**config.mk**
```make
export PLATFORM = sky130hd
export DESIGN_NAME = mips_perf_monitor_flat
export DESIGN_NICKNAME = d
export VERILOG_FILES = /design/src/rtl/mips_perf_monitor_if.sv /design/src/rtl/mips_perf_monitor.sv /design/src/flat_wrapper.sv
export SDC_FILE = /design/constraint.sdc
export NUM_CORES = 1
export LEC_CHECK = 0
export BUFFER_PORTS_ARGS = -buffer_cell sky130_fd_sc_hd__buf_4
export CORE_ASPECT_RATIO = 1.25
export CORE_UTILIZATION = 45
export CTS_CLUSTER_DIAMETER = 30
export DETAILED_ROUTE_END_ITERATION = 16
export PLACE_DENSITY_LB_ADDON = 0.08
export SLEW_MARGIN = 10
export SYNTH_ARGS = -nofsm -noshare
export SYNTH_HDL_FRONTEND = slang
export SYNTH_SLANG_ARGS = --single-unit
```
**constraint.sdc**
```tcl
create_clock -name mips_cpu_clk -period 2.2 [get_ports mips_cpu_clk]
set_input_delay 0.44 -clock mips_cpu_clk [delete_from_list [all_inputs] [get_ports mips_cpu_clk]]
set_output_delay 0.44 -clock mips_cpu_clk [all_outputs]
set_load 0.005 [all_outputs]
```
**src/rtl/mips_perf_monitor_if.sv**
```systemverilog
// Read port of the performance monitor: a request channel (index in) and a
// response channel (counter value out), each with its own valid/ready pair.
interface mips_perf_monitor_if #(
  parameter int CNT_WIDTH = 32
) ();
  logic                 rd_req_valid;
  logic [3:0]           rd_req_addr;
  logic                 rd_req_ready;
  logic                 rd_resp_valid;
  logic [CNT_WIDTH-1:0] rd_resp_data;
  logic                 rd_resp_ready;

  // Reader side (software or bench) issues requests and consumes responses.
  modport master (
    output rd_req_valid, rd_req_addr, rd_resp_ready,
    input  rd_req_ready, rd_resp_valid, rd_resp_data
  );

  // Monitor side accepts requests and produces responses.
  modport slave (
    input  rd_req_valid, rd_req_addr, rd_resp_ready,
    output rd_req_ready, rd_resp_valid, rd_resp_data
  );
endinterface

```
**src/rtl/mips_perf_monitor.sv**
```systemverilog
// Performance counters fed by the CPU retire strobe and eight event strobes.
// Live counters wrap with sticky overflow flags; a snapshot copy is exposed
// through a three-state read port so a coherent set can be read while live
// counting carries on.
module mips_perf_monitor #(
  parameter int CNT_WIDTH = 32,
  parameter int NUM_EVT   = 8
) (
  input  logic               mips_cpu_clk,
  input  logic               mips_cpu_reset_n,
  input  logic               mips_cpu_pc_sig,
  input  logic [NUM_EVT-1:0] mips_cpu_perf_sig,
  input  logic               cfg_enable,
  input  logic               cfg_clear,
  input  logic               snap_req,
  mips_perf_monitor_if.slave rd_bus,
  output logic [NUM_EVT+1:0] ovf_flags
);

  // Counter 0 = cycles, 1 = instret, 2.. = event strobes; one extra address
  // past the last counter returns the overflow flags.
  localparam int         NUM_CNT  = NUM_EVT + 2;
  localparam logic [3:0] OVF_ADDR = 4'(NUM_CNT);

  typedef enum logic [1:0] {IDLE, LOOKUP, RESP} state_e;

  logic [NUM_CNT-1:0]   inc;
  logic [CNT_WIDTH-1:0] cnt_q    [NUM_CNT];
  logic [CNT_WIDTH-1:0] cnt_d    [NUM_CNT];
  logic [CNT_WIDTH-1:0] shadow_q [NUM_CNT];
  logic [NUM_CNT-1:0]   ovf_q, ovf_d;

  state_e               state_q, state_d;
  logic [3:0]           addr_q;
  logic [CNT_WIDTH-1:0] data_q, sel_data;
  // Zero-extended flags so the flag word fits any counter width.
  logic [CNT_WIDTH+NUM_CNT-1:0] ovf_ext;

  assign inc     = {NUM_CNT{cfg_enable}} & {mips_cpu_perf_sig, mips_cpu_pc_sig, 1'b1};
  assign ovf_ext = {{CNT_WIDTH{1'b0}}, ovf_q};

  // Next live counter values: clear beats increment and the overflow it would cause.
  always_comb begin
    for (int i = 0; i < NUM_CNT; i++) begin
      cnt_d[i] = cnt_q[i];
      ovf_d[i] = ovf_q[i];
      if (cfg_clear) begin
        cnt_d[i] = '0;
        ovf_d[i] = 1'b0;
      end else if (inc[i]) begin
        cnt_d[i] = cnt_q[i] + 1'b1;
        if (cnt_q[i] == '1) ovf_d[i] = 1'b1;
      end
    end
  end

  // Live counters and sticky overflow flags.
  always_ff @(posedge mips_cpu_clk or negedge mips_cpu_reset_n) begin
    if (!mips_cpu_reset_n) begin
      for (int i = 0; i < NUM_CNT; i++) cnt_q[i] <= '0;
      ovf_q <= '0;
    end else begin
      for (int i = 0; i < NUM_CNT; i++) cnt_q[i] <= cnt_d[i];
      ovf_q <= ovf_d;
    end
  end

  // Shadow copy takes the pre-increment, pre-clear live values.
  always_ff @(posedge mips_cpu_clk or negedge mips_cpu_reset_n) begin
    if (!mips_cpu_reset_n) begin
      for (int i = 0; i < NUM_CNT; i++) shadow_q[i] <= '0;
    end else if (snap_req) begin
      for (int i = 0; i < NUM_CNT; i++) shadow_q[i] <= cnt_q[i];
    end
  end

  // Read mux over the latched address: shadows, then flags, then zeros.
  always_comb begin
    sel_data = '0;
    if (addr_q < OVF_ADDR)       sel_data = shadow_q[addr_q];
    else if (addr_q == OVF_ADDR) sel_data = ovf_ext[CNT_WIDTH-1:0];
  end

  // Read FSM state register.
  always_ff @(posedge mips_cpu_clk or negedge mips_cpu_reset_n) begin
    if (!mips_cpu_reset_n) state_q <= IDLE;
    else                   state_q <= state_d;
  end

  // Read FSM next-state: accept, look up for one cycle, hold until consumed.
  always_comb begin
    state_d = state_q;
    case (state_q)
      IDLE:    if (rd_bus.rd_req_valid) state_d = LOOKUP;
      LOOKUP:  state_d = RESP;
      RESP:    if (rd_bus.rd_resp_ready) state_d = IDLE;
      default: state_d = IDLE;
    endcase
  end

  // Read FSM outputs decoded from the current state.
  always_comb begin
    rd_bus.rd_req_ready  = (state_q == IDLE);
    rd_bus.rd_resp_valid = (state_q == RESP);
  end

  // Address latched on accept; data latched once in LOOKUP so later snapshots
  // cannot disturb a response already in flight.
  always_ff @(posedge mips_cpu_clk or negedge mips_cpu_reset_n) begin
    if (!mips_cpu_reset_n) begin
      addr_q <= '0;
      data_q <= '0;
    end else begin
      if (state_q == IDLE && rd_bus.rd_req_valid) addr_q <= rd_bus.rd_req_addr;
      if (state_q == LOOKUP) data_q <= sel_data;
    end
  end

  assign rd_bus.rd_resp_data = data_q;
  assign ovf_flags           = ovf_q;

endmodule

```
**src/flat_wrapper.sv**
```systemverilog
// flat-port wrapper written by rule: the top's interface ports become plain ports
module mips_perf_monitor_flat 
#(
  parameter int CNT_WIDTH = 32,
  parameter int NUM_EVT   = 8
)
  (mips_cpu_clk, mips_cpu_reset_n, mips_cpu_pc_sig, mips_cpu_perf_sig, cfg_enable, cfg_clear, snap_req, ovf_flags, rd_bus_rd_req_valid, rd_bus_rd_req_addr, rd_bus_rd_resp_ready, rd_bus_rd_req_ready, rd_bus_rd_resp_valid, rd_bus_rd_resp_data);
  mips_perf_monitor_if #(.CNT_WIDTH(CNT_WIDTH)) rd_bus_i ();
  input  logic mips_cpu_clk;
  input  logic mips_cpu_reset_n;
  input  logic mips_cpu_pc_sig;
  input  logic [NUM_EVT-1:0] mips_cpu_perf_sig;
  input  logic cfg_enable;
  input  logic cfg_clear;
  input  logic snap_req;
  output logic [NUM_EVT+1:0] ovf_flags;
  input wire logic [$bits(rd_bus_i.rd_req_valid)-1:0] rd_bus_rd_req_valid;
  input wire logic [$bits(rd_bus_i.rd_req_addr)-1:0] rd_bus_rd_req_addr;
  input wire logic [$bits(rd_bus_i.rd_resp_ready)-1:0] rd_bus_rd_resp_ready;
  output wire logic [$bits(rd_bus_i.rd_req_ready)-1:0] rd_bus_rd_req_ready;
  output wire logic [$bits(rd_bus_i.rd_resp_valid)-1:0] rd_bus_rd_resp_valid;
  output wire logic [$bits(rd_bus_i.rd_resp_data)-1:0] rd_bus_rd_resp_data;
  assign rd_bus_i.rd_req_valid = rd_bus_rd_req_valid;
  assign rd_bus_i.rd_req_addr = rd_bus_rd_req_addr;
  assign rd_bus_i.rd_resp_ready = rd_bus_rd_resp_ready;
  assign rd_bus_rd_req_ready = rd_bus_i.rd_req_ready;
  assign rd_bus_rd_resp_valid = rd_bus_i.rd_resp_valid;
  assign rd_bus_rd_resp_data = rd_bus_i.rd_resp_data;
  mips_perf_monitor #(.CNT_WIDTH(CNT_WIDTH), .NUM_EVT(NUM_EVT)) u_core (.mips_cpu_clk(mips_cpu_clk), .mips_cpu_reset_n(mips_cpu_reset_n), .mips_cpu_pc_sig(mips_cpu_pc_sig), .mips_cpu_perf_sig(mips_cpu_perf_sig), .cfg_enable(cfg_enable), .cfg_clear(cfg_clear), .snap_req(snap_req), .rd_bus(rd_bus_i), .ovf_flags(ovf_flags));
endmodule
```
# Yosys cells after proc, flatten, opt, wreduce, memory -nomap -nowiden
# Index checks and enable logic that the tools add are counted.
classes:
  n_addsub: 10
  n_lt_le_gt_ge: 2
  n_eq_ne: 15
  n_mux: 58
  bitwise: 2
  n_reduce_logical: 33
ops:
  columns: ["cell", "n"]
  rows:
  - ["$mux W32", 23]
  - ["$add A32 B1 Y32 const B", 10]
  - ["$eq A32 B32 Y1 const B", 10]
  - ["$bmux W32 S4", 1]
  - ["$reduce_bool A2 Y1", 20]
  - ["$mux W1", 30]
  - ["$reduce_and A2 Y1", 11]
  - ["$and A10 B10 Y10", 1]
  - ["$mux W10", 1]
  - ["$pmux W2 S3", 1]
  - ["$ge A5 B5 Y1 const B", 1]
  - ["$not A4 Y5", 1]
  - ["$eq A4 B4 Y1 const B", 1]
  - ["$lt A4 B4 Y1 const B", 1]
  - ["$mux W2", 2]
  - ["$ne A2 B2 Y1 const B", 2]
  - ["$eq A2 B1 Y1 const B", 1]
  - ["$eq A2 B2 Y1 const B", 1]
  - ["$logic_not A2 Y1", 1]
  - ["$logic_and A1 B1 Y1", 1]
word_totals:
  reg_bits: 688
  output_inout_bits: 44

# Logic depth before layout (Yosys ltp)
# Gate-level depths: netlist of the first run.
logic_depth:
  depth_word: 5
  mapped_depth: 8

# Least setup slack after synthesis of the first run
# Ideal clock, no wire load.
synth_path:
  path_type: "reg2reg"
  startpoint: "reg u_core.addr_q[0]"
  endpoint: "reg u_core.data_q[8], in the netlist u_core.rd_bus.rd_resp_data[8]"
  setup_ns: 0.133
  arrival_time_ns: 2.010
  required_ns: 2.067
  slack_ns: 0.056
  stages_incl_launch_ff: 8
  n_path_buf: 2
  period_less_slack_ns: 2.144
  cell_sequence: "dfrtp_1 buf_2 buf_2 mux4_2 mux2i_1 nor2_1 a2111oi_0 nor2_1"
synth_via:
  elab_chain_cells: 5
synth_rtl:
  columns: ["item", "line", "rtl"]
  rows:
  - ["start: declaration", "mips_perf_monitor.sv:34", "logic [3:0] addr_q;"]
  - ["start signal: assignment", "mips_perf_monitor.sv:114", "if (state_q == IDLE && rd_bus.rd_req_valid) addr_q <= rd_bus.rd_req_addr;"]
  - ["$not A4 Y5 (implied by the code)", "mips_perf_monitor.sv:80", "if (addr_q < OVF_ADDR) sel_data = shadow_q[addr_q];"]
  - ["$bmux W32 S4", "mips_perf_monitor.sv:80", null]
  - ["$mux W32 (implied by the code) (2 in series)", "mips_perf_monitor.sv:80", null]
  - ["$mux W32 *", "mips_perf_monitor.sv:80", null]
  - ["end signal: assignment", "mips_perf_monitor.sv:115", "if (state_q == LOOKUP) data_q <= sel_data;"]
  - ["end: declaration", "mips_perf_monitor.sv:35", "logic [CNT_WIDTH-1:0] data_q, sel_data;"]
# Mark *: on every way between the ends. The rest lies on a longest branch, timed or not. The select of a mux whose other input is x is not followed.
# A chain may end at the register's enable or synchronous reset.

# Worst setup path after layout of the first run
layout_path:
  startpoint: "reg u_core.addr_q[0]"
  endpoint: "reg u_core.data_q[3], in the netlist u_core.rd_bus.rd_resp_data[3]"
# The elaborated chain is that of the path after synthesis.

==> results of run 1 <==
repair_timing:
action | 4_1_cts | 5_1_grt
hold buffers | 8 | 0
buffers inserted | 2 | 0
resized for setup | 1 | 4
endpoints found under the hold margin | 89 | 0
pin swaps | 0 | 0
setup endpoints to repair | 15 | 3
report_power, final:
group | internal (W) | switching, W | total, W
combinational | 0.00158 | 0.00217 | 0.00375
clock | 0.0138 | 0.00715 | 0.0209
sequential | 0.0129 | 0.000321 | 0.0132
placed cells by master (no fill, tap or decap), types with 63 or more instances in the layout:
cell	synthesis	routed
sky130_fd_sc_hd__nand3_1	113	113
sky130_fd_sc_hd__clkbuf_16	0	142
sky130_fd_sc_hd__mux2_2	331	331
sky130_fd_sc_hd__nand4_1	120	120
sky130_fd_sc_hd__xnor2_1	116	116
sky130_fd_sc_hd__nor3_1	79	79
sky130_fd_sc_hd__mux4_2	63	63
sky130_fd_sc_hd__mux2i_1	65	63
sky130_fd_sc_hd__nor2_1	380	380
sky130_fd_sc_hd__buf_4	1	192
sky130_fd_sc_hd__dfrtp_1	688	685
sky130_fd_sc_hd__xor2_1	164	164
sky130_fd_sc_hd__nand2_1	126	126
state kept, by name, summed over array words and instances, names as in the netlist:
| name | cells |
|---|---|
| u_core.addr_q | 4 |
| u_core.rd_bus.rd_resp_data | 32 |
| u_core.ovf_flags | 10 |
| u_core.shadow_q | 320 |
| u_core.state_q | 2 |
| u_core.cnt_q | 320 |
critical path, cell delays in order (launching register included):
cell	delay [ns]
sky130_fd_sc_hd__dfrtp_4	0.42
sky130_fd_sc_hd__buf_12	0.16
sky130_fd_sc_hd__mux4_2	0.52
sky130_fd_sc_hd__mux2i_1	0.28
sky130_fd_sc_hd__nor2_1	0.09
sky130_fd_sc_hd__a2111oi_1	0.40
sky130_fd_sc_hd__nor2_1	0.10
layer usage:
layer  share of wire  up-vias
met1            0.44    11720
li1                -    10318
met2            0.49      446
met4           0.032        0
met5               0        -
met3           0.035      133
stage by stage:
| step | util | setup TNS (ns) |
|---|---|---|
| floorplan | - | 0 |
| global placement | 0.4934 | -0.9112 |
| detailed placement | 0.4934 | -1.796 |
| CTS | 0.5621 | 0 |
| global route | 0.5622 | 0 |
| finish | 0.5622 | 0 |
path summary, 6_finish.rpt:
check	from	end	slack (ns)	cells after the start
min in group asynchronous	mips_cpu_reset_n	u_core.cnt_q[275]	0.24	2
max in group asynchronous	mips_cpu_reset_n	u_core.cnt_q[145]	1.07	3
worst max-delay path	u_core.addr_q[0]	u_core.rd_bus.rd_resp_data[3]	0.08	6
worst min-delay path	mips_cpu_perf_sig[6]	u_core.cnt_q[33]	0.05	3
worst min register to register	u_core.cnt_q[146]	u_core.shadow_q[146]	0.49	1
worst max register to register	u_core.addr_q[0]	u_core.rd_bus.rd_resp_data[3]	0.08	6
final cells by class:
class                      instances  area, µm²  area share
sequential                       688      17220      0.4345
multi-input combinational       1889      14160      0.3572
clock buffer                     179       3862     0.09744
timing repair buffer             236       2218     0.05596
tap                              943       1180     0.02976
clock inverter                    77      858.3     0.02165
inverter                          37      138.9    0.003504
logic make-up (layout without fill, tap and decap cells):
kind of cell | Yosys count | count (layout) | share of synthesized area
multiplexers | 459 | 459 | 0.1810
AND/OR/NAND/NOR | 1018 | 1018 | 0.1579
adder cells (fa/ha/maj) | 10 | 10 | 0.003906
XOR/XNOR | 280 | 280 | 0.07655
AO/OA/AOI/OAI | 122 | 122 | 0.02176
buffers and inverters | 177 | 529 | 0.02152
flip-flops | 688 | 688 | 0.5374
==> impl_summary.log, run 1 <==
[metrics] result of the run: complete, no violations
[metrics] post-synthesis sequential element count: 688
[metrics] share of the clock period used by the worst path: 0.9647
[metrics] Total Die Area: 72270 µm²
[metrics] CTS tree: yes
[metrics] average footprint of a synthesized cell: 11.63 µm²
[metrics] Worst-path clk slew: 0.05 ns
[metrics] share of the synthesized area in the top cell type: 0.5374
[metrics] die height: 300.3 µm
[metrics] antenna diode count: 0
[metrics] maximum clock frequency: 471.2 MHz
[metrics] synthesized area: 32030 µm²
[metrics] leakage power summed over all cells: 18.00 nW
[metrics] total non-filler cell area in the finished layout: 39640 µm²
[metrics] fillers: 5990
[metrics] effective utilization at floorplan: 0.4543
[metrics] routed length per placed instance: 22.07 µm
[metrics] Routed Antenna Nets: 0
[metrics] total power: 0.03788 W
[metrics] share of cells above drive strength 1: 0.2836
[metrics] number of remaining DRC errors: 0
[metrics] core area: 70510 µm²
[metrics] startpoint class of the critical path: register
[metrics] power per unit of standard cell area: 955.5 nW/µm²
[metrics] maximum number of pins on one net before global-route repair: 117
[metrics] maximum buffer depth of the clock tree: 3
[metrics] initial DRC count: 1342
[metrics] library cell with the highest instance count after synthesis: sky130_fd_sc_hd__dfrtp_1
[metrics] total congestion overflow: 0
[metrics] largest cells by area after synthesis: sky130_fd_sc_hd__dfrtp_1 54%, sky130_fd_sc_hd__mux2_2 12%, sky130_fd_sc_hd__xor2_1 4.5%
[metrics] critical path fanouts, max: 12
[metrics] Sinks on Clock Net: 688
[metrics] primary flip-flop cell chosen by synthesis mapping: sky130_fd_sc_hd__dfrtp_1
[metrics] CP endpoint kind: register
[metrics] crit path kind: reg2reg
[metrics] routability congestion estimate: 0.8464
[metrics] horizontal die dimension: 240.6 µm
[metrics] warning count from the yosys run: 0
[metrics] number of failing hold endpoints at the final stage: 0
[metrics] number of distinct standard cells referenced by the synthesized netlist: 52
[metrics] number of flops mapped to enable cells by yosys: 0
[metrics] number of CTS-inserted buffers: 141
[metrics] wire length of the first global-routing pass: 139600 µm
[metrics] Final setup violation count: 0
[metrics] slew of the pin with the lowest slew margin: 0.7964 ns
[metrics] total number of vias: 22617
[metrics] dpl cell area: 34790 µm²
[metrics] wirelength, routed: 89380 µm
[metrics] Hold WC Path Type: in2reg
[metrics] number of pins with negative max-slew slack in the final report: 0
[metrics] number of standard cells in the layout, taps in and fillers out: 4049
[metrics] clk_lat worst skew: 0.71 ns
[metrics] met2 GRT Util: 0.4179
[metrics] unrepaired setup endpoints after global routing: no
[metrics] overall global routing resource usage: 0.2565
[metrics] worst clock skew: 0.02594 ns
[metrics] Placed Cells incl. Taps: 3783
[metrics] number of detailed-routing iterations run before antenna repair: 5
[metrics] top cells by instance count after synthesis: 688 x sky130_fd_sc_hd__dfrtp_1, 380 x sky130_fd_sc_hd__nor2_1, 331 x sky130_fd_sc_hd__mux2_2, 164 x sky130_fd_sc_hd__xor2_1, 126 x sky130_fd_sc_hd__nand2_1
[metrics] portion of the post-synthesis area used by sequential elements: 0.5374
[metrics] Synth Net Count: 2784
[metrics] Layout Nets: 3023
[metrics] final period demand of the worst path: 2.122 ns
[metrics] fraction of registers with async set/reset: 1.000
[metrics] peak ir drop on the vdd network: 0.9247 mV
[metrics] Port Buf Inserts: 63
[metrics] minimum setup slack in the final design: 0.07773 ns
[metrics] post-placement worst setup slack: -0.2111 ns
[metrics] number of cells produced by synthesis: 2754
[metrics] Most Used Layer, Global Route: met2
[metrics] vias per std cell: 5.586
[metrics] Clock Root Buffer: sky130_fd_sc_hd__clkbuf_16
[metrics] fraction of met1 tracks used by global routing: 0.3402
[metrics] required time worst endpoint: 2.77 ns
[metrics] tightest slew margin relative to the limit: 0.4615
[metrics] Final HPWL DP: 64100 µm
[metrics] area growth from synthesis to layout: 23.74%
[metrics] number of antenna violations at the first check in global routing: 1
[metrics] via count of the first global-routing pass: 23274
[metrics] number of H-tree levels: 4
[metrics] M3 GR Usage: 0.04517
[metrics] worst hold slack: 0.04529 ns
[metrics] biggest area consumer among synthesized cells: sky130_fd_sc_hd__dfrtp_1
[metrics] Crit path arrival time: 2.69 ns
[metrics] max-cap violation count: 0
[metrics] number of top-level pins: 64
[metrics] standard-cell row count: 109
Power figures use the tool's default switching activity.
==> run 2: changes to the inputs <==
Clock period 2.2 ns to 2 ns, I/O delays scaled along.
==> impl_summary.log, run 2 (synthesis results as in run 1) <==
[metrics] area growth from synthesis to layout: 27.62%
[metrics] worst clock skew: 0.01699 ns (-0.008949 ns)
[metrics] result of the run: complete, but fails checks
[metrics] number of pins with negative max-slew slack in the final report: 0 (unchanged)
[metrics] number of failing hold endpoints at the final stage: 0 (unchanged)
[metrics] maximum clock frequency: 480.0 MHz (+1.9%)
[metrics] maximum number of pins on one net before global-route repair: 87 (-26%)
[metrics] Port Buf Inserts: 63 (unchanged)
[metrics] post-placement worst setup slack: -0.3897 ns (-0.1786 ns)
[metrics] Sinks on Clock Net: 688 (unchanged)
[metrics] antenna diode count: 0 (unchanged)
[metrics] overall global routing resource usage: 0.2657 (+0.009229)
[metrics] maximum buffer depth of the clock tree: 3 (unchanged)
[metrics] routability congestion estimate: 0.8797 (+3.9%)
[metrics] horizontal die dimension: 240.6 µm (unchanged)
[metrics] number of detailed-routing iterations run before antenna repair: 5 (unchanged)
[metrics] startpoint class of the critical path: register
[metrics] CTS tree: yes
[metrics] CP endpoint kind: register
[metrics] initial DRC count: 1543 (+15%)
[metrics] number of CTS-inserted buffers: 139 (-1.4%)
[metrics] clk_lat worst skew: 0.72 ns (about the same)
[metrics] core utilization of the finished layout: 0.5798 (+0.01760)
[metrics] standard-cell row count: 109 (unchanged)
[metrics] unrepaired setup endpoints after global routing: yes
[metrics] Hold WC Path Type: in2async
[metrics] most common library cell in the layout ignoring fill and taps: sky130_fd_sc_hd__dfrtp_1
[metrics] violations in the final reports: setup timing
[metrics] via count of the first global-routing pass: 23794 (+2.2%)
[metrics] total power: 0.04365 W (+15%)
[metrics] core area: 70510 µm² (unchanged)
[metrics] number of top-level pins: 64 (unchanged)
[metrics] slew of the pin with the lowest slew margin: 0.9314 ns (+0.1350 ns)
[metrics] crit path kind: reg2reg
[metrics] Final HPWL DP: 67720 µm (+5.7%)
[metrics] effective utilization at floorplan: 0.4543 (unchanged)
[metrics] total non-filler cell area in the finished layout: 40880 µm² (+3.1%)
[metrics] Crit path arrival time: 2.68 ns (about the same)
[metrics] final period demand of the worst path: 2.083 ns (-0.03892 ns)
[metrics] wire length of the first global-routing pass: 143400 µm (+2.7%)
[metrics] minimum setup slack in the final design: -0.08335 ns (-0.1611 ns)
[metrics] dpl cell area: 35400 µm² (+1.8%)
[metrics] power per unit of standard cell area: 1068 nW/µm² (+12%)
[metrics] Total Die Area: 72270 µm² (unchanged)
[metrics] tightest slew margin relative to the limit: 0.3791 (-0.08239)
[metrics] Layout Nets: 3109 (+2.8%)
[metrics] Routed Antenna Nets: 0 (unchanged)
[metrics] total congestion overflow: 0 (unchanged)
[metrics] number of antenna violations at the first check in global routing: 1 (unchanged)
[metrics] required time worst endpoint: 2.59 ns (-0.18 ns)
[metrics] share of the clock period used by the worst path: 1.042 (+0.07701)
[metrics] max-cap violation count: 0 (unchanged)
[metrics] routed length per placed instance: 22.56 µm (+2.2%)
[metrics] Clock Root Buffer: sky130_fd_sc_hd__clkbuf_16
[metrics] critical path fanouts, max: 6 (-6)
[metrics] top library cells by usage in the layout, fill and taps aside: 685 x sky130_fd_sc_hd__dfrtp_1, 376 x sky130_fd_sc_hd__nor2_1, 331 x sky130_fd_sc_hd__mux2_2
[metrics] die height: 300.3 µm (unchanged)
[metrics] peak ir drop on the vdd network: 0.9808 mV (+6.1%)
[metrics] number of H-tree levels: 4 (unchanged)
[metrics] vias per std cell: 5.628 (+0.75%)
[metrics] wirelength, routed: 93330 µm (+4.4%)
[metrics] leakage power summed over all cells: 18.67 nW (+3.7%)
[metrics] number of remaining DRC errors: 0 (unchanged)
[metrics] total number of vias: 23277 (+2.9%)
[metrics] Worst-path clk slew: 0.05 ns (about the same)
[metrics] Final setup violation count: 6 (+6)
[metrics] share of cells above drive strength 1: 0.3091 (+0.02547)
==> run 2: layout make-up <==
class | instances | area [µm²]
Clock buffer | 185 | 3968
Sequential cell | 688 | 17220
Multi-Input combinational cell | 1889 | 14320
Inverter | 37 | 138.9
Timing Repair Buffer | 324 | 2984
Tap cell | 943 | 1180
Clock inverter | 70 | 1070
Fill cell | 5833 | 29630
==> run 2: timing repair <==
action / in CTS / in global routing
pin swaps: 0 / 16
buffers inserted: 2 / 2
hold buffers: 12 / 0
hold endpoints to repair: 346 / 0
gates resized for setup: 17 / 29
setup endpoints to repair: 35 / 37
gates cloned: 1 / 2
==> run 2: path summary, 6_finish.rpt <==
kind | endpoint | start | cells past startpoint | slack [ns]
worst max-delay path | u_core.rd_bus.rd_resp_data[9] | u_core.addr_q[0] | 6 | -0.08
worst min-delay path | u_core.shadow_q[280] | mips_cpu_reset_n | 2 | 0.12
worst max register to register | u_core.rd_bus.rd_resp_data[9] | u_core.addr_q[0] | 6 | -0.08
worst min register to register | u_core.shadow_q[217] | u_core.shadow_q[217] | 1 | 0.50
max in group asynchronous | u_core.shadow_q[177] | mips_cpu_reset_n | 4 | 1.00
min in group mips_cpu_clk | u_core.cnt_q[33] | mips_cpu_perf_sig[6] | 4 | 0.12
==> run 2: report_power, final <==
group	internal, W	switching (W)
clock	0.0167	0.00785
sequential	0.0142	0.000332
combinational	0.00202	0.00255
==> run 2: per-stage QoR <==
| step | instances | hold slack, ns | TNS, ns |
|---|---|---|---|
| 2_1_floorplan | 2754 | 0.1044 | 0 |
| 3_3_place_gp | 3862 | 0.2446 | -12.30 |
| 3_5_place_dp | 3862 | 0.2463 | -11.44 |
| 4_1_cts | 4132 | 0.06236 | -0.7547 |
| 5_1_grt | 4136 | 0.09055 | -1.757 |
| 6_report | 4136 | 0.1163 | -0.2500 |
==> run 2: metal layers <==
metal / GRT usage / up-vias / part of all wire
li1: - / 10495 / -
met1: 0.3496 / 11969 / 0.43
met2: 0.4248 / 626 / 0.48
met3: 0.05242 / 187 / 0.051
met4: 0.1189 / 0 / 0.045
met5: 0 / - / 0
==> run 2: critical path: stages (launching register included) <==
cell                        delay, ns
sky130_fd_sc_hd__dfrtp_4         0.52
sky130_fd_sc_hd__buf_12          0.17
sky130_fd_sc_hd__mux4_2          0.55
sky130_fd_sc_hd__mux2i_2         0.20
sky130_fd_sc_hd__nor2_1          0.12
sky130_fd_sc_hd__a2111oi_1       0.30
sky130_fd_sc_hd__nor2_1          0.09
